<file path="src/rtl/dowhile_pkg.sv">
// rtl/dowhile_pkg.sv - shared enums for the do-while loop sequencer
package dowhile_pkg;

   // Continue-while test applied to the counter after each delivered iteration
   typedef enum logic [1:0] {
      COND_LT = 2'b00,
      COND_LE = 2'b01,
      COND_NE = 2'b10,
      COND_GT = 2'b11
   } cond_e;

   typedef enum logic [1:0] {
      S_IDLE = 2'b00,
      S_ITER = 2'b01,
      S_DONE = 2'b10
   } state_e;

   // How the last run ended; held alongside final_count
   typedef enum logic [1:0] {
      ST_OK    = 2'b00,
      ST_ABORT = 2'b01,
      ST_WDOG  = 2'b10
   } status_e;

endpackage

</file>
<file path="src/rtl/dowhile_loop_counter_if.sv">
// rtl/dowhile_loop_counter_if.sv - iteration offer channel (valid/ready)
interface dowhile_loop_counter_if #(
   parameter int WIDTH = 4,
   parameter int IDX_W = 9
);
   logic             iter_valid;
   logic             iter_ready;
   logic [WIDTH-1:0] iter_count;
   logic [IDX_W-1:0] iter_idx;

   // Sequencer side offers iterations
   modport master (
      output iter_valid,
      output iter_count,
      output iter_idx,
      input  iter_ready
   );

   // Consumer side accepts iterations
   modport slave (
      input  iter_valid,
      input  iter_count,
      input  iter_idx,
      output iter_ready
   );
endinterface

</file>
<file path="src/rtl/dowhile_cond_cmp.sv">
// rtl/dowhile_cond_cmp.sv - unsigned continue-condition comparator
module dowhile_cond_cmp
   import dowhile_pkg::*;
#(
   parameter int WIDTH = 4
) (
   input  logic [WIDTH-1:0] cnt,
   input  logic [WIDTH-1:0] lim,
   input  cond_e            mode,
   output logic             cont
);

   // Evaluate the selected continue-while relation on the wrapped counter
   always_comb begin
      cont = 1'b0;
      case (mode)
         COND_LT: cont = (cnt <  lim);
         COND_LE: cont = (cnt <= lim);
         COND_NE: cont = (cnt != lim);
         default: cont = (cnt >  lim);
      endcase
   end

endmodule

</file>
<file path="src/rtl/dowhile_loop_counter.sv">
// rtl/dowhile_loop_counter.sv - do-while loop sequencer with abort and watchdog
module dowhile_loop_counter
   import dowhile_pkg::*;
#(
   parameter int WIDTH    = 4,
   parameter int MAX_ITER = 256,
   parameter int IDX_W    = $clog2(MAX_ITER + 1)
) (
   input  logic                   clk,
   input  logic                   rst_n,
   input  logic                   start,
   input  logic [WIDTH-1:0]       init_val,
   input  logic [WIDTH-1:0]       limit_val,
   input  logic [WIDTH-1:0]       step,
   input  logic                   dir,
   input  logic [1:0]             cond_mode,
   input  logic                   abort,
   dowhile_loop_counter_if.master iter,
   output logic                   busy,
   output logic                   done,
   output logic [WIDTH-1:0]       final_count,
   output logic [1:0]             status
);

   // Index of the last iteration the watchdog allows in one run
   localparam logic [IDX_W-1:0] LAST_IDX = IDX_W'(MAX_ITER - 1);

   // Counter step with modulo-2^WIDTH wrap in either direction
   function automatic logic [WIDTH-1:0] step_next(
      input logic [WIDTH-1:0] base,
      input logic [WIDTH-1:0] mag,
      input logic             down
   );
      return down ? (base - mag) : (base + mag);
   endfunction

   state_e           state_q,  state_d;
   logic [WIDTH-1:0] cnt_q,    cnt_d;
   logic [IDX_W-1:0] idx_q,    idx_d;
   logic [WIDTH-1:0] lim_q,    lim_d;
   logic [WIDTH-1:0] step_q,   step_d;
   logic             dir_q,    dir_d;
   cond_e            mode_q,   mode_d;
   logic             valid_q,  valid_d;
   logic             busy_q,   busy_d;
   logic             done_q,   done_d;
   logic [WIDTH-1:0] final_q,  final_d;
   status_e          status_q, status_d;

   logic cont;
   logic hs;

   assign hs = valid_q & iter.iter_ready;

   dowhile_cond_cmp #(
      .WIDTH (WIDTH)
   ) u_cond (
      .cnt  (cnt_q),
      .lim  (lim_q),
      .mode (mode_q),
      .cont (cont)
   );

   // Next-state: launch on start, advance or exit per handshake, one-cycle DONE
   always_comb begin
      state_d  = state_q;
      cnt_d    = cnt_q;
      idx_d    = idx_q;
      lim_d    = lim_q;
      step_d   = step_q;
      dir_d    = dir_q;
      mode_d   = mode_q;
      valid_d  = valid_q;
      busy_d   = busy_q;
      done_d   = 1'b0;
      final_d  = final_q;
      status_d = status_q;

      case (state_q)
         S_IDLE: begin
            if (start) begin
               // Body runs before the first test, so the first offer is already stepped
               cnt_d   = step_next(init_val, step, dir);
               idx_d   = '0;
               lim_d   = limit_val;
               step_d  = step;
               dir_d   = dir;
               mode_d  = cond_e'(cond_mode);
               state_d = S_ITER;
               valid_d = 1'b1;
               busy_d  = 1'b1;
            end
         end
         S_ITER: begin
            if (abort) begin
               // Abort wins over continue/exit; a same-cycle handshake still delivered
               state_d  = S_DONE;
               valid_d  = 1'b0;
               busy_d   = 1'b0;
               done_d   = 1'b1;
               final_d  = cnt_q;
               status_d = ST_ABORT;
            end else if (hs) begin
               if (cont && (idx_q != LAST_IDX)) begin
                  cnt_d = step_next(cnt_q, step_q, dir_q);
                  idx_d = idx_q + IDX_W'(1);
               end else begin
                  state_d  = S_DONE;
                  valid_d  = 1'b0;
                  busy_d   = 1'b0;
                  done_d   = 1'b1;
                  final_d  = cnt_q;
                  status_d = cont ? ST_WDOG : ST_OK;
               end
            end
         end
         S_DONE: begin
            state_d = S_IDLE;
         end
         default: begin
            state_d = S_IDLE;
            valid_d = 1'b0;
            busy_d  = 1'b0;
         end
      endcase
   end

   // State and registered outputs; reset clears everything, no done pulse
   always_ff @(posedge clk or negedge rst_n) begin
      if (!rst_n) begin
         state_q  <= S_IDLE;
         cnt_q    <= '0;
         idx_q    <= '0;
         lim_q    <= '0;
         step_q   <= '0;
         dir_q    <= 1'b0;
         mode_q   <= COND_LT;
         valid_q  <= 1'b0;
         busy_q   <= 1'b0;
         done_q   <= 1'b0;
         final_q  <= '0;
         status_q <= ST_OK;
      end else begin
         state_q  <= state_d;
         cnt_q    <= cnt_d;
         idx_q    <= idx_d;
         lim_q    <= lim_d;
         step_q   <= step_d;
         dir_q    <= dir_d;
         mode_q   <= mode_d;
         valid_q  <= valid_d;
         busy_q   <= busy_d;
         done_q   <= done_d;
         final_q  <= final_d;
         status_q <= status_d;
      end
   end

   assign iter.iter_valid = valid_q;
   assign iter.iter_count = cnt_q;
   assign iter.iter_idx   = idx_q;
   assign busy            = busy_q;
   assign done            = done_q;
   assign final_count     = final_q;
   assign status          = status_q;

endmodule

</file>
<file path="src/flat_wrapper.sv">
// flat-port wrapper written by rule: the top's interface ports become plain ports
module dowhile_loop_counter_flat import dowhile_pkg::*;
#(
   parameter int WIDTH    = 4,
   parameter int MAX_ITER = 256,
   parameter int IDX_W    = $clog2(MAX_ITER + 1)
)
  (clk, rst_n, start, init_val, limit_val, step, dir, cond_mode, abort, busy, done, final_count, status, iter_iter_valid, iter_iter_count, iter_iter_idx, iter_iter_ready);
  dowhile_loop_counter_if #(.WIDTH(WIDTH), .IDX_W(IDX_W)) iter_i ();
  input  logic clk;
  input  logic rst_n;
  input  logic start;
  input  logic [WIDTH-1:0] init_val;
  input  logic [WIDTH-1:0] limit_val;
  input  logic [WIDTH-1:0] step;
  input  logic dir;
  input  logic [1:0] cond_mode;
  input  logic abort;
  output logic busy;
  output logic done;
  output logic [WIDTH-1:0] final_count;
  output logic [1:0] status;
  output wire logic [$bits(iter_i.iter_valid)-1:0] iter_iter_valid;
  output wire logic [$bits(iter_i.iter_count)-1:0] iter_iter_count;
  output wire logic [$bits(iter_i.iter_idx)-1:0] iter_iter_idx;
  input wire logic [$bits(iter_i.iter_ready)-1:0] iter_iter_ready;
  assign iter_iter_valid = iter_i.iter_valid;
  assign iter_iter_count = iter_i.iter_count;
  assign iter_iter_idx = iter_i.iter_idx;
  assign iter_i.iter_ready = iter_iter_ready;
  dowhile_loop_counter #(.WIDTH(WIDTH), .MAX_ITER(MAX_ITER), .IDX_W(IDX_W)) u_core (.clk(clk), .rst_n(rst_n), .start(start), .init_val(init_val), .limit_val(limit_val), .step(step), .dir(dir), .cond_mode(cond_mode), .abort(abort), .iter(iter_i), .busy(busy), .done(done), .final_count(final_count), .status(status));
endmodule
</file>
<file path="config.mk">
export PLATFORM = sky130hd
export DESIGN_NAME = dowhile_loop_counter_flat
export DESIGN_NICKNAME = d
export VERILOG_FILES = /design/src/rtl/dowhile_pkg.sv /design/src/rtl/dowhile_loop_counter_if.sv /design/src/rtl/dowhile_cond_cmp.sv /design/src/rtl/dowhile_loop_counter.sv /design/src/flat_wrapper.sv
export SDC_FILE = /design/constraint.sdc
export NUM_CORES = 1
export LEC_CHECK = 0
export BUFFER_PORTS_ARGS = -buffer_cell sky130_fd_sc_hd__buf_4
export CAP_MARGIN = 0
export CORE_MARGIN = 2
export CORE_UTILIZATION = 35
export CTS_BUF_LIST = sky130_fd_sc_hd__clkbuf_2
export DETAILED_ROUTE_END_ITERATION = 8
export SYNTH_ARGS = -nofsm -noshare
export SYNTH_HDL_FRONTEND = slang
export SYNTH_SLANG_ARGS = --single-unit
export TNS_END_PERCENT = 30
</file>
<file path="constraint.sdc">
create_clock -name clk -period 2.4 [get_ports clk]
set_input_delay 0.12 -clock clk [delete_from_list [all_inputs] [get_ports clk]]
set_output_delay 0.12 -clock clk [all_outputs]
set_load 0.03 [all_outputs]
</file>
# Word level (Yosys, flattened, before mapping)
# Cells that the tools add are included.
# classes
n_addsub	5
multipliers	0
div_mod_pow	0
order_cmp	3
eq_ne	13
shift	0
mux	34
n_bitwise	2
reduce_logical	10
# ops
operator	count
4-bit 2-to-1 mux	9
9-bit 2-to-1 mux	4
9-bit one-hot mux with 2 select lines	1
2-bit 2-to-1 mux	8
9-bit by 1-bit adder with 9-bit output, second input constant	1
9-bit by 8-bit != test with 1-bit output, second input constant	1
4-bit adder	2
1-bit 2-to-1 mux	8
4-bit one-hot mux with 2 select lines	1
4-bit subtractor	2
2-bit != test, second input constant	3
1-bit one-hot mux with 3 select lines	2
3-bit AND reduction	2
5-bit AND reduction	1
2-bit by 1-bit == test with 1-bit output, second input constant	2
2-bit == test, second input constant	2
4-bit > comparator	1
4-bit less-or-equal comparator	1
2-bit zero test	2
4-bit less-than comparator	1
2-bit by 1-bit != test with 1-bit output, second input constant	2
4-bit != test	1
2-bit one-hot mux with 2 select lines	1
4-bit AND reduction	1
other kinds (7)	8
# totals
reg_bits	34
latchBits	0
ram_bits	0
rom_bits	0
in_bits	20
mem_count	0

# Longest topological paths before layout
# Gate-level depths: netlist of the first run.
# logic_depth
ltp_word	7
mapped_depth	9
ltp_nobuf	9

# Hierarchy
# A second synthesis of the first run with hierarchy kept.
# hier_totals
hier_cells	206
area_unflattened_um2	1963.1
# modules_own_cells
module	instances	cells_per_inst	area_each_um2	seq_area_each_um2
dowhile_loop_counter	1	191	1846.8	850.8
dowhile_cond_cmp	1	15	116.4	0.0

# Least setup slack after synthesis of the first run
# No wires, ideal clock.
# synth_path
path_type	register -> register
from	register u_core.cnt_q[1], in the netlist u_core.iter.iter_count[1]
to	register u_core.cnt_q[2], in the netlist u_core.iter.iter_count[2]
setup_ns	0.128
t_arrival_ns	2.273
required_ns	2.272
path_slack_ns	0.000
path_stages_with_launch	9
path_buffers	1
path_cell_list	dfrtp_1 ha_1 nor2b_1 o211ai_1 a31o_1 a211o_1 buf_6 o21ai_4 mux2_1
# synth_via
elab_chain_len	6
# synth_lines
item	line_no	rtl
start: declaration	dowhile_loop_counter.sv:38	logic [WIDTH-1:0] cnt_q, cnt_d;
start signal: assignment	dowhile_loop_counter.sv:145	cnt_q <= cnt_d;
4-bit adder / 4-bit subtractor (equally long branches)	dowhile_loop_counter.sv:34	return down ? (base - mag) : (base + mag);
4-bit 2-to-1 mux	dowhile_loop_counter.sv:34	
4-bit 2-to-1 mux	dowhile_loop_counter.sv:104	if (cont && (idx_q != LAST_IDX)) begin
4-bit 2-to-1 mux	dowhile_loop_counter.sv:103	end else if (hs) begin
4-bit 2-to-1 mux	dowhile_loop_counter.sv:95	if (abort) begin
4-bit one-hot mux with 2 select lines	dowhile_loop_counter.sv:79	case (state_q)
# Several ways; a longest one is shown, not always the timed one. The select of a mux whose other input is x is not followed.
# A chain may end at the register's enable or synchronous reset.

# Worst setup path in the final report of the first run
# layout_path
from	register u_core.cnt_q[3], in the netlist u_core.iter.iter_count[3]
to	register u_core.cnt_q[2], in the netlist u_core.iter.iter_count[2]
# layout_via
elab_chain_len	5
# layout_lines
item	line_no	rtl
4-bit > comparator (tied with other cells)	dowhile_cond_cmp.sv:20	default: cont = (cnt > lim);
1-bit one-hot mux with 3 select lines (*)	dowhile_cond_cmp.sv:16	case (mode)
1-bit logical AND (*)	dowhile_loop_counter.sv:104	
2-bit by 1-bit != test with 1-bit output (no source line) (*)	n/a	
5-bit AND reduction (no source line) (*)	n/a	
# Every way passes the cells marked *; elsewhere a longest branch is shown, timed or not.

==> results.env, run 1 <==
PRE_CTS_WS_PS=32.70
YS_FF_LATCH=34
SYNTHDISTINCTLIBCELLS=42
FINISH.INSTANCE_AREA_UM2=2830
TRITONCTS_NUM_SINKS=34
REGAREA_UM2=852.1
LAYOUT.FILLER_CELLS=591
TIMING.CRITICAL_PATH.TO_TYPE='register'
SYNTH.AVG_CELL_AREA_UM2=9.362
CRIT_PATH_START_KIND='register'
FIN_CRIT_SH=0.9519
WORST_SLEW_PIN_SLEW_PS=456.0
GRT_ANTENNA_BEFORE_REPAIR=0
MOST_FREQUENTLY_USED_CELL_TYPE_IN_THE_POST_SYNTHESIS_NETLIST='sky130_fd_sc_hd__nand2_1'
AREA_LEADER_NETLIST='sky130_fd_sc_hd__dfrtp_1'
HOLDCRITPATHCLASS='input port to register'
OVERFLOW=0
SYNTH_AREA_LEADERS='sky130_fd_sc_hd__dfrtp_1, sky130_fd_sc_hd__ha_1, sky130_fd_sc_hd__nand2_1, sky130_fd_sc_hd__mux2i_1, sky130_fd_sc_hd__xnor2_1'
LARGEST_NET_DEGREE_AT_THE_START_OF_GLOBAL_ROUTING=35
ASYNC_FLOP_SHARE=1.000
ROUTED_WL_UM=5100
AREA_GROWTH_PCT=32.59
FIRST_GLOBAL_VIAS=1744
CLOCK.FMAX_MHz=437.7
DIE_HEIGHT_UM=82.10
MULTI_INPUT_AREA_UM2=1245
DIE-WIDTH_UM=82.10
SYNTH_SEQUENTIAL_AREA_RATIO=0.3986
TRITONCTS.NUM_BUFFERS=5
HTREE_NUM_LEVELS=2
WORST-ENDPOINT-REQUIRED_PS=2680
WORST-SETUP-PATH-TYPE='register to register'
POST-ROUTE-WORST-SETUP-SLACK_PS=115.6
DRT_ITER0_DRC=121
CRITPATHARRIVALTIME_PS=2570
SETUP_VIOL=0
SYNTH_TOP_AREA_FRAC=0.3986
IRDROPWORSTVDD_uV=786.6
HOLD_WS_PS=40.50
CTS_ROOT_BUFFER='sky130_fd_sc_hd__clkbuf_2'
DESIGN.PORTCOUNT=42
POST_DETAILED_ROUTE_DRC_MARKER_COUNT=0
SYN-CELL-AREA_UM2=2135
RUN_STATUS='completed'
REPORT.FINAL.SLEW_VIOL_COUNT=0
MAX_SLEW_MARGIN_VS_LIMIT=0.6960
WORST-R2R-SETUP-SLACK_PS=120
CORE_AREA_UM2=5921
GRT_PASS1_WL_UM=8266
SYN_NETS=264
LAYOUT_CELLS_SIZED_ABOVE_1=0.2712
VIAS_PER_CELL=5.057
ROUTED-VIA-COUNT=1871
CTS_TREE='built'
FINISH.NET_COUNT=330
N_ANTENNA_CELL=0
CTS.PATH.MAX_BUFFERS=2
TOT_PWR_W=0.003621
SYNTH-EDFF-COUNT=0
GRTUSAGETOTAL=0.1610
PLEAK_nW=1.366
PORT_BUFFERS=41
CLK_LATENCY_PS=380
PRE_REPAIR_DR_ITERATION_COUNT=4
LAYOUT_MIN_CYCLE_TIME_PS=2284
MAXCAP_VIOL_COUNT=0
TIMING.CRITICAL_PATH.FANOUT_MAX=5
ANT_NETS=0
DIE_AREA_UM2=6740
DPL-INSTANCE-AREA_UM2=2581
HPWLAFTERDP_UM=3567
HOLD_VIOLATIONS=0
CLOCK_SLEW_AT_REPORTED_PATH_FFS_PS=180
SYNTH_COMMON_CELLS='sky130_fd_sc_hd__nand2_1, sky130_fd_sc_hd__dfrtp_1, sky130_fd_sc_hd__ha_1, sky130_fd_sc_hd__inv_1, sky130_fd_sc_hd__o21ai_0'
YS_DOMINANT_REG_CELL='sky130_fd_sc_hd__dfrtp_1'
FINAL_SETUP_SKEW_PS=7.445
WIRE_PER_INST_UM=13.78
GP_WEIGHTED_CONGESTION=0.8147
SYNTHCELLS=228
PLACEMENTROWS=28
POWER-PER-CELL-AREA_nW_PER_UM2=1279
YOSYS_WARNINGS=0
FLOORPLAN.INITIALDENSITY=0.3605
worst paths after layout:
kind                                                        from  cells after the start                                    end
min in group asynchronous                                  rst_n                      2            u_core.lim_q[2]$_DFFE_PN0P_
min reg2reg                          u_core.lim_q[0]$_DFFE_PN0P_                      2            u_core.lim_q[0]$_DFFE_PN0P_
max in group asynchronous                                  rst_n                      2  u_core.iter.iter_count[1]$_DFFE_PN0P_
max reg2reg                u_core.iter.iter_count[3]$_DFFE_PN0P_                      6  u_core.iter.iter_count[2]$_DFFE_PN0P_
min                                                        abort                      3           u_core.status[0]$_DFFE_PN0P_
max                        u_core.iter.iter_count[3]$_DFFE_PN0P_                      6  u_core.iter.iter_count[2]$_DFFE_PN0P_
stage by stage:
stage,std cells,utilization,setup TNS [ps]
2_1_floorplan,228,-,0
3_3_place_gp,346,0.4360,0
3_5_place_dp,346,0.4360,0
4_1_cts,366,0.4628,0
5_1_grt,370,0.4780,-88.54
6_report,370,0.4780,0
layer usage:
layer,part of all wire,routed length [um],track usage
met1,0.49,2517,0.2193
met2,0.45,2290,0.2561
met3,0.049,251,0.03804
met4,0.0078,40,0.04500
met5,0,0,0
flip-flops by register name, summed over array words and instances, names as in the netlist:
register,count
u_core.lim_q,4
u_core.iter.iter_count,4
u_core.step_q,4
u_core.final_count,4
u_core.dir_q,1
u_core.iter.iter_valid,1
u_core.done,1
u_core.mode_q,2
u_core.iter.iter_idx,9
u_core.state_q,2
u_core.status,2
area by class of cell:
cell class                      count  area share
Clock buffer                        6     0.01061
Clock inverter                      2    0.003095
Inverter                           14     0.01857
Multi-Input combinational cell    170      0.4399
Sequential cell                    34      0.3011
Tap cell                           75     0.03316
Timing Repair Buffer               69      0.1936
where the power goes:
| group | internal (W) | total [W] | switching [W] |
|---|---|---|---|
| registers | 0.000779 | 0.000948 | 0.000169 |
| logic | 0.00111 | 0.00240 | 0.00129 |
| clock network | 0.0000717 | 0.000272 | 0.000200 |
timing repair:
item                                    in CTS  in global routing
hold endpoints to repair                    45                  0
buffers inserted                             0                  3
gates resized for setup                      0                 10
endpoints found under the setup margin       0                 15
hold buffers                                12                  0
cell usage in the layout, fill, tap and decap left out, drive strengths merged, types with 4 or more instances in the layout:
cell type    netlist  layout
inv               14      14
xnor2              9       9
nand3              6       6
a21oi              4       4
nor2               9       9
ha                14      14
clkbuf             8       6
nand2b             8       8
nor3               6       6
a211o              5       6
nor2b              5       5
nand2             42      42
o21ai             13      13
dlygate4sd3        0      12
and3               6       6
mux2i             10      10
dfrtp             34      34
buf                3      57
worst max-delay path, stage by stage (launching register included):
cell,delay (ps)
sky130_fd_sc_hd__dfrtp_1,420
sky130_fd_sc_hd__ha_1,330
sky130_fd_sc_hd__and4_2,260
sky130_fd_sc_hd__a31o_1,240
sky130_fd_sc_hd__a211o_4,400
sky130_fd_sc_hd__o21ai_4,220
sky130_fd_sc_hd__mux2_4,320
cell families (layout without fill, tap and decap cells):
logic type,after synthesis,after routing,share of synthesized area
AO/OA/AOI/OAI,45,46,0.1612
XOR/XNOR,10,10,0.04103
adder cells (fa/ha/maj),16,16,0.1008
buffers and inverters,25,91,0.04982
flip-flops,34,34,0.3986
multiplexers,12,12,0.05745
AND/OR/NAND/NOR,86,86,0.1911
No activity file was read; power rests on OpenSTA's default activity.
==> inputs of run 2 (changes only) <==
--- a/config.mk
+++ b/config.mk
@@ -8,9 +8,11 @@
 export BUFFER_PORTS_ARGS = -buffer_cell sky130_fd_sc_hd__buf_4
 export CAP_MARGIN = 0
 export CORE_MARGIN = 2
-export CORE_UTILIZATION = 35
+export CORE_UTILIZATION = 50
 export CTS_BUF_LIST = sky130_fd_sc_hd__clkbuf_2
 export DETAILED_ROUTE_END_ITERATION = 8
+export MAX_ROUTING_LAYER = met4
+export PLACE_DENSITY = 0.76
 export SYNTH_ARGS = -nofsm -noshare
 export SYNTH_HDL_FRONTEND = slang
 export SYNTH_SLANG_ARGS = --single-unit
==> results.env, run 2 (synthesis gave the netlist of run 1 again) <==
MET2_WIRELENGTH_UM=2325
PRE_CTS_WS_PS=81.55
HOLDCRITPATHCLASS='input port to register'
TIMING.CRITICAL_PATH.FANOUT_MAX=6
SETUP_VIOL=0
TRITONCTS_NUM_SINKS=34
GRTUSAGETOTAL=0.2235
DIE_HEIGHT_UM=69.34
AREA_GROWTH_PCT=27.32
HTREE_NUM_LEVELS=2
GRT_PASS1_WL_UM=8362
PLACEMENTROWS=23
DRT_ITER0_DRC=160
POST_DETAILED_ROUTE_DRC_MARKER_COUNT=0
LARGEST_NET_DEGREE_AT_THE_START_OF_GLOBAL_ROUTING=35
POST-ROUTE-WORST-SETUP-SLACK_PS=87.35
CTS_ROOT_BUFFER='sky130_fd_sc_hd__clkbuf_2'
TIMING.CRITICAL_PATH.TO_TYPE='register'
LAYOUT.FILLER_CELLS=339
HPWLAFTERDP_UM=3494
LAYOUT_CELLS_SIZED_ABOVE_1=0.2388
GRT_ANTENNA_BEFORE_REPAIR=0
REPORT.FINAL.SLEW_VIOL_COUNT=0
FIRST_GLOBAL_VIAS=1876
PLEAK_nW=1.319
CORE_AREA_UM2=4058
WORST_SLEW_PIN_SLEW_PS=460.1
CRITPATHARRIVALTIME_PS=2630
MAX_REG_FLOPS=9
FIN_CRIT_SH=0.9636
DIE-WIDTH_UM=69.34
ROUTED_WL_UM=4836
FINAL_CELL_MIX='sky130_fd_sc_hd__buf_4, sky130_fd_sc_hd__nand2_1, sky130_fd_sc_hd__dfrtp_1, sky130_fd_sc_hd__inv_1, sky130_fd_sc_hd__ha_1'
PRE_REPAIR_DR_ITERATION_COUNT=4
CLOCK.FMAX_MHz=432.4
OVERFLOW=0
CRIT_PATH_START_KIND='register'
ROUTED-WL-MET3_UM=234
CLOCK_SLEW_AT_REPORTED_PATH_FFS_PS=170
CTS.PATH.MAX_BUFFERS=2
PORT_BUFFERS=41
RUN_STATUS='completed'
IRDROPWORSTVDD_uV=740.8
N_ANTENNA_CELL=0
FLOORPLAN.INITIALDENSITY=0.5261
CLK_LATENCY_PS=390
CTS_TREE='built'
DIE_AREA_UM2=4808
POWER-PER-CELL-AREA_nW_PER_UM2=1230
FINISH.NET_COUNT=324
DR.MAX_LAYER_USED='met4'
DESIGN.PORTCOUNT=42
VIAS_PER_CELL=5.510
WORST-SETUP-PATH-TYPE='register to register'
ANT_NETS=0
FINAL_SETUP_SKEW_PS=4.458
GP_WEIGHTED_CONGESTION=0.8529
ROUTED-VIA-COUNT=1868
WIRE_PER_INST_UM=14.27
MAXCAP_VIOL_COUNT=0
HOLD_VIOLATIONS=0
LAYOUT_COMMONEST_CELL='sky130_fd_sc_hd__buf_4'
TRITONCTS.NUM_BUFFERS=5
WORST-ENDPOINT-REQUIRED_PS=2720
WIRELENGTH_MET1_UM=2196
LAYOUT_MIN_CYCLE_TIME_PS=2313
TOT_PWR_W=0.003342
MAX_SLEW_MARGIN_VS_LIMIT=0.6933
run 2: metal layers:
layer  GRT usage  vias up
met2      0.3718       63
met4     0.06754        0
met1      0.2695      889
li1            -      906
met3     0.05378       10
met5           -        -
run 2: per-stage QoR:
| step | cells | area, um2 | util | hold WS [ps] | TNS, ps |
|---|---|---|---|---|---|
| after global placement | 319 | 2535 | 0.6247 | 97.19 | 0 |
| final | 339 | 2718 | 0.6698 | 41.23 | 0 |
| after global routing | 339 | 2718 | 0.6698 | 1.293 | -20.03 |
| after detailed placement | 319 | 2535 | 0.6247 | 97.18 | 0 |
| after CTS | 339 | 2694 | 0.6639 | 20.01 | 0 |
| after floorplan | 228 | 2136 | - | -175.6 | 0 |
run 2: cell type report:
class	instances	area, um2	area share
tap	50	62.56	0.02302
sequential	34	852.1	0.3135
timing repair buffer	64	510.5	0.1878
inverter	14	52.55	0.01934
clock inverter	2	8.758	0.003223
clock buffer	6	30.03	0.01105
multi-input combinational	169	1201	0.4420
run 2: worst max-delay path, stage by stage, from the launching register on:
cell and delay (ps):
sky130_fd_sc_hd__dfrtp_2 440, sky130_fd_sc_hd__ha_1 280, sky130_fd_sc_hd__nor2b_1 130, sky130_fd_sc_hd__o211ai_1 110, sky130_fd_sc_hd__a31o_1 260, sky130_fd_sc_hd__a211o_4 380
sky130_fd_sc_hd__buf_4 180, sky130_fd_sc_hd__nor3_2 240, sky130_fd_sc_hd__mux2i_1 220
run 2: path summary, 6_finish.rpt:
path / cells past startpoint / to / slack (ps) / startpoint
max: 8 / u_core.iter.iter_idx[6]$_DFFE_PN0P_ / 90 / u_core.iter.iter_count[1]$_DFFE_PN0P_
min: 3 / u_core.status[0]$_DFFE_PN0P_ / 40 / abort
max reg2reg: 8 / u_core.iter.iter_idx[6]$_DFFE_PN0P_ / 90 / u_core.iter.iter_count[1]$_DFFE_PN0P_
min reg2reg: 2 / u_core.lim_q[0]$_DFFE_PN0P_ / 510 / u_core.lim_q[0]$_DFFE_PN0P_
max in group asynchronous: 2 / u_core.iter.iter_count[1]$_DFFE_PN0P_ / 1870 / rst_n
min in group asynchronous: 2 / u_core.status[0]$_DFFE_PN0P_ / 190 / rst_n
run 2: what timing repair did:
action                                 4_1_cts  5_1_grt
setup endpoints to repair                    0        4
setup buffers                                0        0
endpoints found under the hold margin       45        0
gates resized for setup                      0        4
hold buffers                                12        0
run 2: power by group:
| part | switching [W] | internal [W] | leakage, nW |
|---|---|---|---|
| sequential | 0.000157 | 0.000779 | 0.418 |
| clock | 0.000200 | 0.0000716 | 0.0304 |
| combinational | 0.00120 | 0.000936 | 0.871 |
==> inputs of run 3 (changes only) <==
--- a/config.mk
+++ b/config.mk
@@ -8,11 +8,11 @@
 export BUFFER_PORTS_ARGS = -buffer_cell sky130_fd_sc_hd__buf_4
 export CAP_MARGIN = 0
 export CORE_MARGIN = 2
-export CORE_UTILIZATION = 50
+export CORE_UTILIZATION = 39
 export CTS_BUF_LIST = sky130_fd_sc_hd__clkbuf_2
 export DETAILED_ROUTE_END_ITERATION = 8
+export HOLD_SLACK_MARGIN = 0.08
 export MAX_ROUTING_LAYER = met4
-export PLACE_DENSITY = 0.76
 export SYNTH_ARGS = -nofsm -noshare
 export SYNTH_HDL_FRONTEND = slang
 export SYNTH_SLANG_ARGS = --single-unit
==> results.env, run 3 (synthesis gave the netlist of run 1 again) <==
MAXCAP_VIOL_COUNT=0
HOLDCRITPATHCLASS='input port to register'
IRDROPWORSTVDD_uV=618.7
REPORT.FINAL.SLEW_VIOL_COUNT=0
GRT_ANTENNA_BEFORE_REPAIR=0
DIE_HEIGHT_UM=77.98
SETUP_VIOL=0
GRT_PASS1_WL_UM=8652
TIMING.CRITICAL_PATH.TO_TYPE='register'
CP_CELL_SEQUENCE='ha_1, and4_2, a31o_1, a211o_4, buf_6, nor3_1, mux2i_1'
FINAL_SETUP_SKEW_PS=23.32
LAYOUT.FILLER_CELLS=499
OVERFLOW=0
FINISH.NET_COUNT=325
CRITICAL_PATH_BUF_INV_COUNT=1
VIAS_PER_CELL=5.067
TRITONCTS.NUM_BUFFERS=5
GP_WEIGHTED_CONGESTION=0.8000
ROUTED_WL_UM=4967
WORST-SETUP-PATH-TYPE='register to register'
CRITICAL-PATH-SLOWEST-CELL='sky130_fd_sc_hd__dfrtp_1'
FIRST_GLOBAL_VIAS=1812
DESIGN.PORTCOUNT=42
FIN_CRIT_SH=0.9492
FINAL_CELL_MIX='sky130_fd_sc_hd__buf_4, sky130_fd_sc_hd__nand2_1, sky130_fd_sc_hd__dfrtp_1, sky130_fd_sc_hd__ha_1'
ROUTED-VIA-COUNT=1824
WIRE_PER_INST_UM=13.80
AREA_GROWTH_PCT=32.00
CTS.PATH.MAX_BUFFERS=2
CRITICAL-PATH-TOP-DELAY-FAMILY='compound AO/OA/AOI/OAI gates'
GRTUSAGETOTAL=0.1835
CTS_ROOT_BUFFER='sky130_fd_sc_hd__clkbuf_2'
REGAREA_UM2=852.1
PLEAK_nW=1.350
LAYOUT_CELLS_SIZED_ABOVE_1=0.2448
CLOCK.FMAX_MHz=439.0
DIE-WIDTH_UM=77.98
HPWLAFTERDP_UM=3603
DIE_AREA_UM2=6081
TIMING.CRITICAL_PATH.FANOUT_MAX=5
HTREE_NUM_LEVELS=2
MAX_REG_FLOPS=9
CRITPATHARRIVALTIME_PS=2580
FINAL_CELL_COUNT_NO_FILL=360
WORST-ENDPOINT-REQUIRED_PS=2710
PRE_REPAIR_DR_ITERATION_COUNT=4
RUN_STATUS='completed'
FLOORPLAN.INITIALDENSITY=0.4101
POST_DETAILED_ROUTE_DRC_MARKER_COUNT=0
PLACEMENTROWS=26
TOT_PWR_W=0.003659
CRIT_PATH_START_KIND='register'
LARGEST_NET_DEGREE_AT_THE_START_OF_GLOBAL_ROUTING=35
WORST_SLEW_PIN_SLEW_PS=631.1
N_ANTENNA_CELL=0
MAX_SLEW_MARGIN_VS_LIMIT=0.5793
CORE_AREA_UM2=5205
LAYOUT_MIN_CYCLE_TIME_PS=2278
MULTI_INPUT_AREA_UM2=1212
HOLD_VIOLATIONS=0
TRITONCTS_NUM_SINKS=34
POST-PLACE-CELLS=338
LAYOUT_COMMONEST_CELL='sky130_fd_sc_hd__buf_4'
ANT_NETS=0
POWER-PER-CELL-AREA_nW_PER_UM2=1298
DRT_ITER0_DRC=114
CTS_TREE='built'
CLK_LATENCY_PS=380
PORT_BUFFERS=41
CPPEAKSTAGEDELAY_PS=420
CLOCK_SLEW_AT_REPORTED_PATH_FFS_PS=200
FINAL_CORE_UTILIZATION=0.5413
==> run 3: changes by cell type in the layout (fill, tap and decap cells not counted), sizes merged <==
cell and change:
clkinv -1, bufinv +2, dlygate4sd3 +1, clkbuf -1
==> run 3: final timing paths <==
| path | slack (ps) | end | cells after the start | startpoint |
|---|---|---|---|---|
| setup / recovery | 120 | u_core.iter.iter_idx[6]$_DFFE_PN0P_ | 7 | u_core.iter.iter_count[3]$_DFFE_PN0P_ |
| hold / removal | 130 | u_core.iter.iter_idx[0]$_DFFE_PN0P_ | 4 | start |
| setup reg to reg | 120 | u_core.iter.iter_idx[6]$_DFFE_PN0P_ | 7 | u_core.iter.iter_count[3]$_DFFE_PN0P_ |
| hold reg to reg | 510 | u_core.lim_q[0]$_DFFE_PN0P_ | 2 | u_core.lim_q[0]$_DFFE_PN0P_ |
| max in group asynchronous | 1850 | u_core.iter.iter_count[1]$_DFFE_PN0P_ | 2 | rst_n |
| min in group asynchronous | 190 | u_core.step_q[0]$_DFFE_PN0P_ | 2 | rst_n |
==> run 3: power breakdown <==
group | switching [W] | internal [W] | total, W | leakage, nW
logic | 0.00124 | 0.000993 | 0.00223 | 0.881
clock network | 0.000205 | 0.000278 | 0.000483 | 0.0506
registers | 0.000164 | 0.000778 | 0.000942 | 0.418
total | 0.00161 | 0.00205 | 0.00366 | 1.35
==> run 3: through the flow <==
step                worst slack (ps)  hold slack (ps)  instance area (um2)  TNS, ps
global placement               128.2            106.6                 2552        0
finish                         121.9            126.7                 2818        0
detailed placement             73.43            105.6                 2552        0
global route                  -14.26            101.1                 2818   -16.82
CTS                            28.98            102.0                 2776        0
floorplan                      1.474           -175.6                 2136        0
==> run 3: timing repair <==
action | CTS | global route
hold buffers | 13 | 0
endpoints found under the setup margin | 1 | 7
resized for setup | 1 | 8
pin swaps | 0 | 5
endpoints found under the hold margin | 48 | 0
buffers inserted | 0 | 1
==> run 3: cell type report <==
cell class | instances | area share
clock inverter | 3 | 0.02265
clock buffer | 5 | 0.008881
multi-input combinational | 169 | 0.4303
tap | 70 | 0.03108
timing repair buffer | 65 | 0.1861
sequential | 34 | 0.3024
inverter | 14 | 0.01865
==> run 3: metal layers <==
layer	GRT usage	up-vias	routed length, um
met5	-	-	0
met4	0.06140	0	44
met3	0.04070	5	221
met2	0.2776	48	2317
met1	0.2450	859	2384
li1	-	912	-
==> run 3: worst min-delay path: cells and delay by family <==
kind / cells / cell delay (ps)
AND/OR/NAND/NOR: 1 / 80
buffers and inverters: 1 / 90
multiplexers: 1 / 80
AO/OA/AOI/OAI: 1 / 100
